`src/rtl/schematic_alu_seq.sv`:
```
// Registered 14-operator ALU behind a 2-stage valid/ready pipeline, with a built-in sweep
// sequencer that folds every operator's result into a checksum. Optional macro: SCHEMATIC_ALU_PARITY_EN.
module schematic_alu_seq #(
  parameter int unsigned WIDTH = 8,
  parameter int unsigned N_VEC = 4
) (
`ifdef SCHEMATIC_ALU_PARITY_EN
  output logic             out_parity,
`endif
  input  logic             clk,
  input  logic             reset_n,
  input  logic             in_valid,
  output logic             in_ready,
  input  logic [3:0]       op,
  input  logic [WIDTH-1:0] a,
  input  logic [WIDTH-1:0] b,
  input  logic [WIDTH-1:0] c,
  output logic             out_valid,
  input  logic             out_ready,
  output logic [WIDTH-1:0] out,
  output logic [2:0]       flags,
  input  logic             sweep_start,
  output logic             sweep_busy,
  output logic             sweep_done,
  output logic [WIDTH-1:0] checksum
);
  localparam int unsigned SEL_W = $clog2(WIDTH);
  localparam logic [3:0]  OP_LAST = 4'd13;

  typedef enum logic [1:0] {IDLE, RUN, DRAIN, DONE} state_t;
  state_t state, state_nxt;

  logic             s1_valid, s2_valid;
  logic [3:0]       s1_op;
  logic [WIDTH-1:0] s1_a, s1_b, s1_c;
  logic [WIDTH-1:0] s2_out;
  logic [2:0]       s2_flags;
  logic [WIDTH-1:0] sw_v;
  logic [3:0]       sw_op;
  logic [WIDTH-1:0] cs;

  logic             busy, out_ready_eff, s1_ready, s2_ready;
  logic             start_ok, last_inject, inject;
  logic [3:0]       in_op;
  logic [WIDTH-1:0] in_a, in_b, in_c;
  logic [WIDTH-1:0] res;
  logic [WIDTH:0]   sum;
  logic             res_carry, res_err;

  assign busy          = (state == RUN) || (state == DRAIN);
  assign out_ready_eff = busy || out_ready;
  assign s2_ready      = !s2_valid || out_ready_eff;
  assign s1_ready      = !s1_valid || s2_ready;
  assign in_ready      = s1_ready && (state == IDLE);
  assign start_ok      = (state == IDLE) && sweep_start && !s1_valid && !s2_valid;
  assign last_inject   = (state == RUN) && s1_ready && (sw_op == OP_LAST)
                         && (sw_v == WIDTH'(N_VEC - 1));

  assign out_valid  = s2_valid && !busy;
  assign out        = s2_out;
  assign flags      = s2_flags;
  assign sweep_busy = busy;
  assign sweep_done = (state == DONE);
  assign checksum   = cs;

  // Stage-1 source: the sequencer owns the pipeline while running.
  always_comb begin
    inject = in_valid && in_ready;
    in_op  = op;
    in_a   = a;
    in_b   = b;
    in_c   = c;
    if (state == RUN) begin
      inject = s1_ready;
      in_op  = sw_op;
      in_a   = sw_v;
      in_b   = ~sw_v;
      in_c   = sw_v + WIDTH'(1);
    end
  end

  assign sum = {1'b0, s1_a} + {1'b0, s1_b};

  always_comb begin
    res       = '0;
    res_carry = 1'b0;
    res_err   = 1'b0;
    case (s1_op)
      4'd0:  res = s1_a;
      4'd1:  res = ~s1_a;
      4'd2:  res = WIDTH'(0) - s1_a;
      4'd3:  res = s1_a * s1_b;
      4'd4:  begin
        res       = sum[WIDTH-1:0];
        res_carry = sum[WIDTH];
      end
      4'd5:  res = s1_a & s1_b;
      4'd6:  res = WIDTH'(s1_a < s1_b);
      4'd7:  res = s1_a ^ s1_b;
      4'd8:  res = WIDTH'((|s1_a) && (|s1_b));
      4'd9:  res = WIDTH'((|s1_a) || (|s1_b));
      4'd10: res = (|s1_a) ? s1_b : s1_c;
      4'd11: res = s1_a | s1_b;
      4'd12: res = WIDTH'(s1_a[s1_b[SEL_W-1:0]]);
      4'd13: res = '1;
      default: res_err = 1'b1;
    endcase
  end

  always_ff @(posedge clk) begin
    if (!reset_n) state <= IDLE;
    else          state <= state_nxt;
  end

  always_comb begin
    state_nxt = state;
    case (state)
      IDLE:    if (start_ok) state_nxt = RUN;
      RUN:     if (last_inject) state_nxt = DRAIN;
      DRAIN:   if (!s1_valid && !s2_valid) state_nxt = DONE;
      DONE:    state_nxt = IDLE;
      default: state_nxt = IDLE;
    endcase
  end

  // Sequencer operand generator and checksum fold.
  always_ff @(posedge clk) begin
    if (!reset_n) begin
      sw_v  <= '0;
      sw_op <= '0;
      cs    <= '0;
    end else if (start_ok) begin
      sw_v  <= '0;
      sw_op <= '0;
      cs    <= '0;
    end else begin
      if ((state == RUN) && s1_ready) begin
        if (sw_op == OP_LAST) begin
          sw_op <= '0;
          sw_v  <= sw_v + WIDTH'(1);
        end else begin
          sw_op <= sw_op + 4'd1;
        end
      end
      if (busy && s2_valid) cs <= {cs[WIDTH-2:0], cs[WIDTH-1]} ^ s2_out;
    end
  end

  always_ff @(posedge clk) begin
    if (!reset_n) begin
      s1_valid   <= 1'b0;
      s1_op      <= '0;
      s1_a       <= '0;
      s1_b       <= '0;
      s1_c       <= '0;
      s2_valid   <= 1'b0;
      s2_out     <= '0;
      s2_flags   <= '0;
`ifdef SCHEMATIC_ALU_PARITY_EN
      out_parity <= 1'b0;
`endif
    end else begin
      if (s1_ready) begin
        s1_valid <= inject;
        if (inject) begin
          s1_op <= in_op;
          s1_a  <= in_a;
          s1_b  <= in_b;
          s1_c  <= in_c;
        end
      end
      if (s2_ready) begin
        s2_valid <= s1_valid;
        if (s1_valid) begin
          s2_out     <= res;
          s2_flags   <= {res_err, res_carry, (res == '0)};
`ifdef SCHEMATIC_ALU_PARITY_EN
          out_parity <= ^res;
`endif
        end
      end
    end
  end
endmodule

```
`config.mk`:
```
export PLATFORM = sky130hd
export DESIGN_NAME = schematic_alu_seq
export DESIGN_NICKNAME = d
export VERILOG_FILES = /design/src/rtl/schematic_alu_seq.sv
export SDC_FILE = /design/constraint.sdc
export NUM_CORES = 1
export LEC_CHECK = 0
export BUFFER_PORTS_ARGS = -buffer_cell sky130_fd_sc_hd__buf_2
export CELL_PAD_IN_SITES_DETAIL_PLACEMENT = 1
export CELL_PAD_IN_SITES_GLOBAL_PLACEMENT = 2
export CORE_UTILIZATION = 36
export DETAILED_ROUTE_END_ITERATION = 10
export PLACE_DENSITY = 0.9
export SLEW_MARGIN = 20
export SYNTH_ARGS = -nofsm -noshare
export SYNTH_HDL_FRONTEND = slang
export SYNTH_SLANG_ARGS = --single-unit
```
`constraint.sdc`:
```
create_clock -name clk -period 5.9 [get_ports clk]
set_clock_uncertainty 0.1 [all_clocks]
set_input_delay 0.295 -clock clk [delete_from_list [all_inputs] [get_ports clk]]
set_output_delay 0.295 -clock clk [all_outputs]
set_load 0.005 [all_outputs]
```
==> flow_summary.yaml <==
outcome:
  status: "complete, no violations"
timing:
  hold_viol_final: 0
  setup_violations: 0
  min_period_over_period: 0.865
  maxSlewHeadroom: 0.339
  hold_slack_ns: 0.161
  period_minus_slack_ns: 5.10
  fmax_mhz: 196
  tns_ns: 0
  tightestPinTransition_ns: 0.989
  rsz0062_at_grt: "false"
  slew_violations: 0
critical_path:
  cp-startpoint: "s1_a[2]"
  rr_worst_depth: 17
  critPathRequiredTime_ns: 6.02
  start_kind: "register"
  endpoint_kind: "register"
  crit_buf_inv: 4
  crit_path_cell_trace: "ha_1 > inv_1 > fa_1 > inv_1 > fa_1 > ha_1 > inv_1 > fa_1 > inv_1 > ha_1 > a21o_1 > a21oi_1 > xnor3_1 > xnor3_1 > o211ai_1 > a21oi_1 > a31o_1"
  reg2reg_from: "s1_a[2]"
  path_max_fanout: 13
  crit_top_cell: "inv_1"
  worst_path_largest_cell_delay_ns: 0.68
  path_class: "register to register"
  r2r_slack_ns: 0.80
  critPathArrivalTime_ns: 5.22
  crit_slowest_cell: "dfxtp_1"
  cp.depth: 17
  cp_top_family: "adder cells"
floorplanning:
  core_um2: 14500
  fp.dieArea_um2: 15300
  num_rows: 44
  die_w_um: 124
  ioPinCount: 56
  die_h_um: 124
  initial_utilization: 0.368
routing:
  wl_per_cell_um: 19.0
  vias: 4859
  postRouteAntennaNets: 0
  drt-total-wl_um: 16600
  drc_errors: 0
  via_per_inst: 5.55
  drt_pre_antenna_iters: 4
  drtIter0Drc: 236
synthesis:
  synth-seq-cells: 63
  yosysTopAreaCellShare: 0.237
  syn-cell-area_um2: 5320
  ys_seq_area_frac: 0.237
  synth_ff_type: "dfxtp_1"
  synth_cell_type_count: 67
  yosys.area.top_type: "dfxtp_1"
  async_flop_share: 0
  syn_inst: 658
  syn_area_per_cell_um2: 8.09
  synthTopCellsByArea: "dfxtp_1 24%, ha_1 11%, xnor2_1 6.3%, a211oi_1 5.9%, nor2_1 5.9%"
  yosys_warnings: 0
  synth_edf_count: 0
  syn_nets: 750
clock_network:
  cts_resized: 0
  path_clk_slew_ns: 0.06
  cts-hold-fix-buffers: 0
  root_buffer: "clkbuf_16"
  cts_buffers: 9
  cts_tree: "yes"
  cts.sinks: 63
  htree_levels: 3
  clk_latency_ns: 0.33
  clockBufferDepth: 2
  postCtsSetupBuffers: 0
grt:
  grt_pass1_wl_um: 26200
  busiest_layer: "met2"
  met1_usage: 0.296
  grt_pass1_vias: 5021
  grt_usage: 0.224
  grt_remaining_overflow: 0
  antenna_found_initial: 0
  grt_start_max_net_pins: 51
  grt_use_met3: 0.0394
  grtUsageMet2: 0.366
run:
  cap_violations: 0
cells_and_area:
  area_delta_synth_final_pct: 13.8
  nets: 778
  layout-drive-gt1-share: 0.135
  num_antenna_cells: 0
hold_path:
  hold_depth: 3
  worstHoldPathType: "primary input to register"
  holdCritStartpoint: "op[0]"
power_and_ir_drop:
  leakagePower_uw: 0.00248
  ir_worst_vdd_mv: 0.195
  power_density_nw_per_um2: 549
placement:
  placement.io_buffers: 55
  hpwl_um: 12600
  gp_congestion: 0.890
-- power by group --
group / leakage [uW] / switching (uW) / internal [uW] / total, uW
Clock: 0.000152 / 203 / 370 / 573
Sequential: 0.000517 / 219 / 549 / 768
Combinational: 0.00181 / 1180 / 802 / 1980
Total: 0.00248 / 1600 / 1720 / 3320
-- synthesized netlist by cell type, drive strengths merged (2+ instances only) --
cell type,instances
a2111oi,4
a211oi,42
a21boi,2
a21o,3
a21oi,33
a221o,3
a22oi,2
a311oi,2
a31oi,3
and2,5
and3,4
buf,10
clkbuf,35
dfxtp,63
fa,13
ha,46
inv,48
mux2,5
mux2i,29
nand2,56
nand2b,7
nand3,10
nand3b,2
nand4,4
nand4b,2
nor2,84
nor2b,6
nor3,10
nor3b,5
nor4,9
o2111a,2
o211ai,11
o21a,2
o21ai,13
o22ai,6
o311ai,3
o32a,2
o32ai,3
or2,3
or3,8
xnor2,38
xnor3,2
xor2,6
-- metal layers --
metal	share of wire	routed length, um
met1	0.46	7650
met2	0.48	7990
met3	0.043	711
met4	0.017	285
met5	0	0
-- cells by family (layout without fill, tap and decap cells) --
family | Yosys count | count (layout) | synth area share
simple gates | 216 | 216 | 0.192
compound gates | 146 | 146 | 0.195
buf+inv | 93 | 126 | 0.0677
flops | 63 | 63 | 0.237
fa+ha+maj | 59 | 59 | 0.157
xor+xnor | 46 | 46 | 0.0809
mux | 35 | 35 | 0.0701
-- registers in the layout, summed over array words and instances (netlist names), 3 cells and up --
register and flops:
checksum 8, out 8, s1_a 8, s1_b 8, s1_c 8, sw_v 8
s1_op 4, sw_op 4, flags 3
-- cell usage in the layout, fill, tap and decap left out, drive strengths merged, types with 7 or more instances in the layout --
| cell type | n |
|---|---|
| nand3 | 10 |
| nor3 | 10 |
| o211ai | 11 |
| inv | 48 |
| fa | 13 |
| or3 | 8 |
| nor2 | 84 |
| a21oi | 33 |
| clkbuf | 9 |
| ha | 46 |
| nor4 | 9 |
| xnor2 | 38 |
| a211oi | 42 |
| mux2i | 29 |
| nand2 | 56 |
| nand2b | 7 |
| o21ai | 13 |
| dfxtp | 63 |
| buf | 62 |
-- cell type report --
cell class                      count  area, um2
Clock inverter                      7       97.6
Tap cell                          184        230
Inverter                           48        180
Multi-Input combinational cell    502       3720
Timing Repair Buffer               62        348
Fill cell                        1768       8420
Clock buffer                        9        225
Sequential cell                    63       1260
-- final timing paths --
check / end
worst max-delay path: flags[0]
worst min-delay path: s1_op[0]
worst max register to register: flags[0]
worst min register to register: s1_c[4]
-- worst reg2reg max path, delay by kind of cell (launching register included) --
family	cells	cell delay, ns
flops	1	0.68
fa+ha+maj	6	2.30
xor+xnor	2	0.80
compound gates	5	0.82
buf+inv	4	0.27
-- through the flow --
| stage | instance area [um2] | std cells | power (uW) | util | setup slack [ns] |
|---|---|---|---|---|---|
| global route | 6060 | 875 | 3570 | 0.418 | 0.558 |
| detailed placement | 5710 | 858 | 2700 | 0.394 | 0.825 |
| CTS | 6030 | 874 | 3300 | 0.417 | 0.807 |
| finish | 6060 | 875 | 3320 | 0.418 | 0.798 |
| floorplan | 5320 | 658 | 2140 | - | 1.27 |
| global placement | 5710 | 858 | 2650 | 0.394 | 0.952 |
(Power assumes the default switching activity.)
